File: src/rtl/ysyx_22051013_mem_arbiter_if.sv
// Signal bundle between the I/D requesters, the arbiter and the shared memory port.
// The arbiter binds the master modport (it drives the shared port); the core and memory bind slave.
interface ysyx_22051013_mem_arbiter_if #(
    parameter int ADDR_W = 64,
    parameter int DATA_W = 64
);
    logic                  i_req;
    logic [ADDR_W-1:0]     i_addr;
    logic [2:0]            i_size;
    logic [DATA_W-1:0]     i_rdata;
    logic                  i_done;
    logic                  i_err;

    logic                  d_req;
    logic                  d_we;
    logic [ADDR_W-1:0]     d_addr;
    logic [DATA_W-1:0]     d_wdata;
    logic [DATA_W/8-1:0]   d_wstrb;
    logic [2:0]            d_size;
    logic [DATA_W-1:0]     d_rdata;
    logic                  d_done;
    logic                  d_err;

    logic                  mem_req;
    logic                  mem_we;
    logic [ADDR_W-1:0]     mem_addr;
    logic [DATA_W-1:0]     mem_wdata;
    logic [DATA_W/8-1:0]   mem_wstrb;
    logic [2:0]            mem_size;
    logic                  mem_ack;
    logic [DATA_W-1:0]     mem_rdata;

    modport master (
        input  i_req, i_addr, i_size,
        output i_rdata, i_done, i_err,
        input  d_req, d_we, d_addr, d_wdata, d_wstrb, d_size,
        output d_rdata, d_done, d_err,
        output mem_req, mem_we, mem_addr, mem_wdata, mem_wstrb, mem_size,
        input  mem_ack, mem_rdata
    );

    modport slave (
        output i_req, i_addr, i_size,
        input  i_rdata, i_done, i_err,
        output d_req, d_we, d_addr, d_wdata, d_wstrb, d_size,
        input  d_rdata, d_done, d_err,
        input  mem_req, mem_we, mem_addr, mem_wdata, mem_wstrb, mem_size,
        output mem_ack, mem_rdata
    );
endinterface

File: src/rtl/ysyx_22051013_mem_arbiter.sv
// Round-robin I/D arbiter onto one registered memory port, with a watchdog that times out hung accesses.
// Grant -> mem_req 1 cycle; ack -> done 1 cycle; one RESP cycle with no grant so requesters can drop req.
module ysyx_22051013_mem_arbiter #(
    parameter int ADDR_W  = 64,
    parameter int DATA_W  = 64,
    parameter int TIMEOUT = 255
) (
    input  logic                           clk,
    input  logic                           rst,
    ysyx_22051013_mem_arbiter_if.master    bus
);
    localparam int STRB_W = DATA_W / 8;
    localparam logic [7:0] WDOG_LAST = 8'(TIMEOUT - 1);

    typedef enum logic [1:0] {
        IDLE   = 2'd0,
        BUSY_I = 2'd1,
        BUSY_D = 2'd2,
        RESP   = 2'd3
    } state_t;

    state_t              state;
    logic                last_grant_d;
    logic [7:0]          wdog;

    logic                grant_d;
    logic                grant_we;
    logic [ADDR_W-1:0]   grant_addr;
    logic [DATA_W-1:0]   grant_wdata;
    logic [STRB_W-1:0]   grant_wstrb;
    logic [2:0]          grant_size;
    logic [DATA_W-1:0]   ack_rdata;
    logic                finish;

    // On a tie the side that did not win last time gets the port; reset leaves I as last so D wins first.
    always_comb begin
        grant_d     = bus.d_req && (!bus.i_req || !last_grant_d);
        grant_we    = grant_d && bus.d_we;
        grant_addr  = grant_d ? bus.d_addr : bus.i_addr;
        grant_wdata = grant_d ? bus.d_wdata : '0;
        grant_wstrb = grant_we ? bus.d_wstrb : '0;
        grant_size  = grant_d ? bus.d_size : bus.i_size;
        ack_rdata   = bus.mem_we ? '0 : bus.mem_rdata;
        finish      = bus.mem_ack || (wdog == WDOG_LAST);
    end

    always_ff @(posedge clk) begin
        if (rst) begin
            state         <= IDLE;
            last_grant_d  <= 1'b0;
            wdog          <= '0;
            bus.mem_req   <= 1'b0;
            bus.mem_we    <= 1'b0;
            bus.mem_addr  <= '0;
            bus.mem_wdata <= '0;
            bus.mem_wstrb <= '0;
            bus.mem_size  <= '0;
            bus.i_done    <= 1'b0;
            bus.i_err     <= 1'b0;
            bus.i_rdata   <= '0;
            bus.d_done    <= 1'b0;
            bus.d_err     <= 1'b0;
            bus.d_rdata   <= '0;
        end else begin
            bus.i_done <= 1'b0;
            bus.d_done <= 1'b0;
            case (state)
                IDLE: begin
                    if (bus.i_req || bus.d_req) begin
                        bus.mem_req   <= 1'b1;
                        bus.mem_we    <= grant_we;
                        bus.mem_addr  <= grant_addr;
                        bus.mem_wdata <= grant_wdata;
                        bus.mem_wstrb <= grant_wstrb;
                        bus.mem_size  <= grant_size;
                        last_grant_d  <= grant_d;
                        wdog          <= '0;
                        state         <= grant_d ? BUSY_D : BUSY_I;
                    end
                end
                BUSY_I, BUSY_D: begin
                    // An ack arriving on the watchdog's last cycle still counts as a normal completion.
                    if (finish) begin
                        bus.mem_req <= 1'b0;
                        if (state == BUSY_I) begin
                            bus.i_done  <= 1'b1;
                            bus.i_err   <= !bus.mem_ack;
                            bus.i_rdata <= bus.mem_ack ? ack_rdata : '0;
                        end else begin
                            bus.d_done  <= 1'b1;
                            bus.d_err   <= !bus.mem_ack;
                            bus.d_rdata <= bus.mem_ack ? ack_rdata : '0;
                        end
                        state <= RESP;
                    end else begin
                        wdog <= wdog + 8'd1;
                    end
                end
                RESP: begin
                    wdog  <= '0;
                    state <= IDLE;
                end
                default: state <= IDLE;
            endcase
        end
    end
endmodule

File: src/flat_wrapper.sv
// flat-port wrapper written by rule: the top's interface ports become plain ports
module ysyx_22051013_mem_arbiter_flat 
#(
    parameter int ADDR_W  = 64,
    parameter int DATA_W  = 64,
    parameter int TIMEOUT = 255
)
  (clk, rst, bus_i_req, bus_i_addr, bus_i_size, bus_i_rdata, bus_i_done, bus_i_err, bus_d_req, bus_d_we, bus_d_addr, bus_d_wdata, bus_d_wstrb, bus_d_size, bus_d_rdata, bus_d_done, bus_d_err, bus_mem_req, bus_mem_we, bus_mem_addr, bus_mem_wdata, bus_mem_wstrb, bus_mem_size, bus_mem_ack, bus_mem_rdata);
  ysyx_22051013_mem_arbiter_if #(.ADDR_W(ADDR_W), .DATA_W(DATA_W)) bus_i ();
  input  logic clk;
  input  logic rst;
  input wire logic [$bits(bus_i.i_req)-1:0] bus_i_req;
  input wire logic [$bits(bus_i.i_addr)-1:0] bus_i_addr;
  input wire logic [$bits(bus_i.i_size)-1:0] bus_i_size;
  output wire logic [$bits(bus_i.i_rdata)-1:0] bus_i_rdata;
  output wire logic [$bits(bus_i.i_done)-1:0] bus_i_done;
  output wire logic [$bits(bus_i.i_err)-1:0] bus_i_err;
  input wire logic [$bits(bus_i.d_req)-1:0] bus_d_req;
  input wire logic [$bits(bus_i.d_we)-1:0] bus_d_we;
  input wire logic [$bits(bus_i.d_addr)-1:0] bus_d_addr;
  input wire logic [$bits(bus_i.d_wdata)-1:0] bus_d_wdata;
  input wire logic [$bits(bus_i.d_wstrb)-1:0] bus_d_wstrb;
  input wire logic [$bits(bus_i.d_size)-1:0] bus_d_size;
  output wire logic [$bits(bus_i.d_rdata)-1:0] bus_d_rdata;
  output wire logic [$bits(bus_i.d_done)-1:0] bus_d_done;
  output wire logic [$bits(bus_i.d_err)-1:0] bus_d_err;
  output wire logic [$bits(bus_i.mem_req)-1:0] bus_mem_req;
  output wire logic [$bits(bus_i.mem_we)-1:0] bus_mem_we;
  output wire logic [$bits(bus_i.mem_addr)-1:0] bus_mem_addr;
  output wire logic [$bits(bus_i.mem_wdata)-1:0] bus_mem_wdata;
  output wire logic [$bits(bus_i.mem_wstrb)-1:0] bus_mem_wstrb;
  output wire logic [$bits(bus_i.mem_size)-1:0] bus_mem_size;
  input wire logic [$bits(bus_i.mem_ack)-1:0] bus_mem_ack;
  input wire logic [$bits(bus_i.mem_rdata)-1:0] bus_mem_rdata;
  assign bus_i.i_req = bus_i_req;
  assign bus_i.i_addr = bus_i_addr;
  assign bus_i.i_size = bus_i_size;
  assign bus_i_rdata = bus_i.i_rdata;
  assign bus_i_done = bus_i.i_done;
  assign bus_i_err = bus_i.i_err;
  assign bus_i.d_req = bus_d_req;
  assign bus_i.d_we = bus_d_we;
  assign bus_i.d_addr = bus_d_addr;
  assign bus_i.d_wdata = bus_d_wdata;
  assign bus_i.d_wstrb = bus_d_wstrb;
  assign bus_i.d_size = bus_d_size;
  assign bus_d_rdata = bus_i.d_rdata;
  assign bus_d_done = bus_i.d_done;
  assign bus_d_err = bus_i.d_err;
  assign bus_mem_req = bus_i.mem_req;
  assign bus_mem_we = bus_i.mem_we;
  assign bus_mem_addr = bus_i.mem_addr;
  assign bus_mem_wdata = bus_i.mem_wdata;
  assign bus_mem_wstrb = bus_i.mem_wstrb;
  assign bus_mem_size = bus_i.mem_size;
  assign bus_i.mem_ack = bus_mem_ack;
  assign bus_i.mem_rdata = bus_mem_rdata;
  ysyx_22051013_mem_arbiter #(.ADDR_W(ADDR_W), .DATA_W(DATA_W), .TIMEOUT(TIMEOUT)) u_core (.clk(clk), .rst(rst), .bus(bus_i));
endmodule
File: config.mk
export PLATFORM = sky130hd
export DESIGN_NAME = ysyx_22051013_mem_arbiter_flat
export DESIGN_NICKNAME = d
export VERILOG_FILES = /design/src/rtl/ysyx_22051013_mem_arbiter_if.sv /design/src/rtl/ysyx_22051013_mem_arbiter.sv /design/src/flat_wrapper.sv
export SDC_FILE = /design/constraint.sdc
export NUM_CORES = 1
export LEC_CHECK = 0
export CAP_MARGIN = 25
export CELL_PAD_IN_SITES_DETAIL_PLACEMENT = 2
export CELL_PAD_IN_SITES_GLOBAL_PLACEMENT = 2
export CORE_MARGIN = 2
export CORE_UTILIZATION = 21
export CTS_CLUSTER_SIZE = 14
export DETAILED_ROUTE_END_ITERATION = 6
export PLACE_DENSITY = 0.77
export SLEW_MARGIN = 20
export SYNTH_ARGS = -nofsm -noshare
export SYNTH_HDL_FRONTEND = slang
export SYNTH_SLANG_ARGS = --single-unit
File: constraint.sdc
create_clock -name clk -period 1.8 [get_ports clk]
set_input_delay 0.36 -clock clk [delete_from_list [all_inputs] [get_ports clk]]
set_output_delay 0.36 -clock clk [all_outputs]
set_load 0.05 [all_outputs]
After elaboration in Yosys (flattened, before gate mapping)
Cells that the tools add are included.
- multiplexer cells: 18
- reductions and logical operators: 18
- order comparisons: 0
- eq/ne operators: 7
- multipliers: 0
- add/subtract/negate cells: 1
- shift operators: 0
- div/mod/pow operators: 0
- bitwise logic cells: 3
- operators by type and width (operator ; count):
    $mux 64 ; 4
    $mux 8 ; 3
    $pmux 8 s3 ; 1
    $reduce_and 3->1 ; 3
    $add 8x1->8 const B ; 1
    $eq 8x8->1 const B ; 1
    $mux 2 ; 3
    $pmux 2 s3 ; 1
    $reduce_and 2->1 ; 3
    $eq 2x2->1 const B ; 2
    $mux 1 ; 4
    $ne 2x1->1 const B ; 2
    $logic_not 1->1 ; 3
    $logic_or 1x1->1 ; 3
    $mux 3 ; 1
    $not 1->1 ; 3
    $reduce_or 3->1 ; 1
    $eq 2x1->1 const B ; 1
    $logic_and 1x1->1 ; 2
    $logic_not 2->1 ; 1
    $ne 2x2->1 const B ; 1
    $pmux 1 s2 ; 1
    $reduce_bool 2->1 ; 1
    $reduce_or 2->1 ; 1
- flip-flop bits (word level): 284
- memories kept: 0
- bits in latches: 0
- memory bits (writable): 0
- logic and storage cells: 62
- memory bits (read-only): 0

Logic depth before layout (Yosys ltp)
- depth in word-level cells: 6
- gate-level depth with buffers: 8
- mapped depth without buffers: 6

Worst setup path before layout
OpenSTA, ideal clock, no wires.
- path kind: reg-to-reg
- start: register u_core.state[0]
- end: register u_core.wdog[5]
- stages on the path, launching flop included: 8
- period minus slack after synthesis: 1737 ps
- data arrival time: 1666 ps
- path slack: 63 ps
- path through: dfxtp_1 > inv_1 > ha_1 > clkbuf_1 > nand4_1 > o211ai_1 > o21ai_0 > a21oi_1
- word-level cells in the longest chain between the ends: 4
- ends and longest elaborated chain (what ; line ; text):
    start: declaration ; ysyx_22051013_mem_arbiter.sv:22 ; state_t state;
    start signal: assignment ; ysyx_22051013_mem_arbiter.sv:78 ; state <= grant_d ? BUSY_D : BUSY_I;
    $eq 2x2->1 / $eq 2x1->1 (equally long branches) ; ysyx_22051013_mem_arbiter.sv:67 ; case (state)
    $reduce_or 2->1 ; ysyx_22051013_mem_arbiter.sv:67 ;
    $ne 2x2->1 (no line) ; n/a ;
    $reduce_and 2->1 (no line) ; n/a ;
    end signal: assignment ; ysyx_22051013_mem_arbiter.sv:96 ; wdog <= wdog + 8'd1;
    end: declaration ; ysyx_22051013_mem_arbiter.sv:24 ; logic [7:0] wdog;
Parallel ways exist; a longest one is shown, timed or not.
A chain may end at the register's enable or synchronous reset.

Worst setup path in the final report
- start: register u_core.state[1]
- end: register u_core.wdog[7]
The elaborated chain is that of the path after synthesis.

==> metrics.md <==
| Metric | Value |
|---|---|
| Maximum number of pins on one net before global-route repair | roughly 120 |
| WP buf/inv | 1 |
| Series of cell instances along the critical path | inv_2 > ha_4 > or3b_4 > o211ai_1 > or4_4 > a21oi_2 |
| Slew Limit Headroom | 0.636 |
| Final Hold Slack | around 0.22 ns |
| Number of buffer cells added on primary ports | ~550 |
| Global-route wire length before repair | between 70000 and 80000 microns |
| Peak supply drop | roughly 0.74 mV |
| Nets | 1984 |
| Synth area leaders | dfxtp_1, mux2i_1, nand2b_1 |
| Highest-delay cell along the critical path | or4_4 |
| Clock-pin slew on the worst setup and hold paths | about 0.05 ns |
| Pwr Density | approximately 1400 nW/um^2 |
| Crit path arrival time | between 2 and 2.5 ns |
| Count of cell types in the netlist | 38 |
| Clock Latency Late Sink | 0.53 ns |
| Status | finished, final reports clean |
| Clock root cell | clkbuf_16 |
| Final routed wire length divided by cell count | around 20 microns |
| Multiplexer fraction of the synthesized cell area | 0.173 |
| CTS tree | built |
| Flops & latches, synth | 284 |
| Aggregate routed wire length | between 40000 and 50000 microns |
| Largest family of logic cells by synthesized area | multiplexers |
| Worst hold-check path type | primary input to register |
| Post-synth top area share | 0.502 |
| Cell Int Power | ~16000 uW |
| Warnings from Yosys | 0 |
| Max-Cap Viols | 0 |
| Clock period minus final worst setup slack | ~1.8 ns |
| Remaining design rule violation count | 0 |
| Clk buf depth | 3 |
| Share of synthesized area occupied by flip-flops and latches | 0.502 |
| Routability cong. | between 0.8 and 0.9 |
| Portion of total power attributed to sequential cells | 0.301 |
| Floorplan die height | 236 microns |
| Post-route insts no fill | between 2000 and 2500 |
| Filler cells | between 5000 and 6000 |
| Hold Violations, Final | 0 |
| Library cell occupying the most area in the post-synthesis netlist | dfxtp_1 |
| Post-synthesis compound-gate area fraction | 0.113 |
| Stage delay of the slowest cell on the critical path | 0.57 ns |
| Setup slack after placement | -0.409 ns |
| Initial Utilization | 0.211 |
| Count of boundary I/O pins | between 500 and 600 |
| Overall power consumption | ~27000 uW |
| Xor-xnor portion of the synthesized cell area | 0 |
| Site row count | 85 |
| Required time reported for the critical path endpoint | roughly 2.3 ns |
| Least-Margin Pin Slew | approximately 0.55 ns |
| Routed Antenna Nets | 0 |
| Clock sinks | 284 |
| Post-detail-place hpwl | 36000 microns |
| Most common library cell in the layout ignoring fill and taps | buf_4 |
| Final setup violation count | 0 |
| Final critical-path share of the clock period | 0.979 |
| Adder-cell share of the synthesized area | 0.00663 |
| Worst Setup Path Type | register to register |
| Simple-Gate Fraction of Synth Area | 0.160 |
| Core ar. | 53600 sq um |
| Setup repair after global routing missed its margin | yes |
| DR pass1 iterations | 4 |
| Post-Syn Area | between 10000 and 15000 sq um |
| Commonest cells after routing, fill and taps aside | buf_4, dfxtp_1, clkdlybuf4s50_1, mux2i_1, nor2_1 |
| Number of clock buffers inserted by TritonCTS | 37 |
| Cell total after placement | about 2400 |
| Die Wd | about 240 microns |
| Switching portion of total power | 0.402 |
| Sw Pwr | 10700 uW |
| Die ar. | about 56000 sq um |
| Initial antenna violation count | 1 |
| Synthesized instance count | between 1000 and 1500 |
| Share of post-route cells with drive strength above 1 | 0.249 |
| Critical-path maximum fanout | 4 |
| Violation count after the first detailed-routing iteration | 326 |
| Setup crit end kind | register |
| FMAX | between 0.5 and 0.6 GHz |
| Leakage power | between 0.008 and 0.009 uW |
| Relative contribution of the clock network to total power | 0.271 |
| Area after detailed placement | ~17000 sq um |
| Number of nets produced by synthesis | ~1400 |
| Element type at the critical path start | register |
| Smallest setup slack after layout | ~0.037 ns |
| GRT overflow | 0 |
| H-tree depth reported by CTS | 2 |
| Combinational Power Share | 0.428 |
| Final-report max-slew violation count | 0 |
| Number of global-route vias before repair | roughly 12000 |
| Layout-stage area growth over the synthesis result | 65.4% |
| Crit-path leading delay family | simple AND/OR/NAND/NOR gates |
| Synthesized area per cell | 10.1 sq um |
| Overall global routing resource usage | 0.166 |
| Area of all placed cells without fillers | between 15000 and 20000 sq um |
| Skew final | between 0.01 and 0.015 ns |
| Total via count after detailed routing | around 11000 |
| Number of vias per cell | ~4.4 |
flip-flops by register name, summed over array words and instances, names as in the netlist:
register and cells:
u_core.bus.i_err 1, u_core.bus.d_rdata 64, u_core.bus.mem_req 1, u_core.state 2
u_core.bus.mem_addr 64, u_core.bus.i_rdata 64, u_core.bus.i_done 1, u_core.bus.mem_we 1
u_core.bus.mem_wstrb 8, u_core.wdog 8, u_core.last_grant_d 1, u_core.bus.d_done 1
u_core.bus.mem_wdata 64, u_core.bus.mem_size 3, u_core.bus.d_err 1
power groups by stage:
stage                     clock (uW)  sequential, uW  combinational [uW]
after floorplan                    0           11500                3490
after global placement             0            8050               11100
after detailed placement           0            8110               11300
after CTS                       7500            8000               11400
after global routing            7760            8120               12000
final                           7200            7990               11400
metrics by stage:
step,setup TNS [ns],utilization
global route,-0.00167,0.349
detailed placement,-45.99,0.326
finish,0,0.349
floorplan,0,-
CTS,0,0.348
global placement,-32.76,0.326
cells in the mapped netlist, drive strengths merged:
library cell	instances
dfxtp	284
mux2i	196
nor2	147
nand2b	128
a22oi	72
a211oi	71
nand2	71
clkbuf	53
buf	37
a21oi	11
o21ai	7
ha	6
inv	6
nand3	5
nor3	4
a31oi	3
and3	3
nand4	2
nor3b	2
o211ai	2
or3	2
or4	2
a21boi	1
a2bb2oi	1
a311oi	1
a31o	1
and2	1
nor2b	1
o211a	1
o21a	1
o21bai	1
o41a	1
or3b	1
area by class of cell:
type | instances | area, sq um | share of cell area
diodes | 1 | 2.50 | 0.000134
flip-flops and latches | 284 | 5690 | 0.304
multi-input cells | 745 | 5210 | 0.278
inverters | 6 | 22.5 | 0.00120
clock buffers | 56 | 1070 | 0.0570
clock inverters | 7 | 92.6 | 0.00494
well taps | 696 | 871 | 0.0465
repair buffers | 628 | 5770 | 0.308
repair_timing:
item	4_1_cts	5_1_grt
setup endpoints to repair	9	175
endpoints found under the hold margin	0	0
gates resized for setup	5	11
hold buffers	0	0
pin swaps	2	9
buffers inserted	3	4
routing by layer:
metal	vias up	share of wire	GRT usage
met5	-	0	0
met1	5132	0.39	0.178
li1	5051	-	-
met3	78	0.065	0.0462
met4	0	0.032	0.0635
met2	316	0.52	0.309
worst paths after layout:
| kind | end | depth (start not counted) | slack (ns) | start |
|---|---|---|---|---|
| worst max-delay path | u_core.wdog[7]$_SDFFE_PP0P_ | 6 | 0.04 | u_core.state[1]$_SDFFE_PP0P_ |
| worst min-delay path | u_core.bus.i_rdata[8]$_SDFFE_PP0P_ | 3 | 0.22 | rst |
| worst max register to register | u_core.wdog[7]$_SDFFE_PP0P_ | 6 | 0.04 | u_core.state[1]$_SDFFE_PP0P_ |
| worst min register to register | u_core.bus.d_rdata[19]$_SDFFE_PP0P_ | 2 | 0.47 | u_core.bus.d_rdata[19]$_SDFFE_PP0P_ |
worst register-to-register path: stages, from the launching register on:
cell	delay (ns)
dfxtp_2	0.33
inv_2	0.05
ha_4	0.17
or3b_4	0.26
o211ai_1	0.19
or4_4	0.57
a21oi_2	0.13
cell families after synthesis:
kind of cell | after synthesis
adder cells (fa/ha/maj) | 6
buffers and inverters | 96
AO/OA/AOI/OAI | 174
multiplexers | 196
AND/OR/NAND/NOR | 369
flip-flops | 284
(Power assumes the default switching activity.)
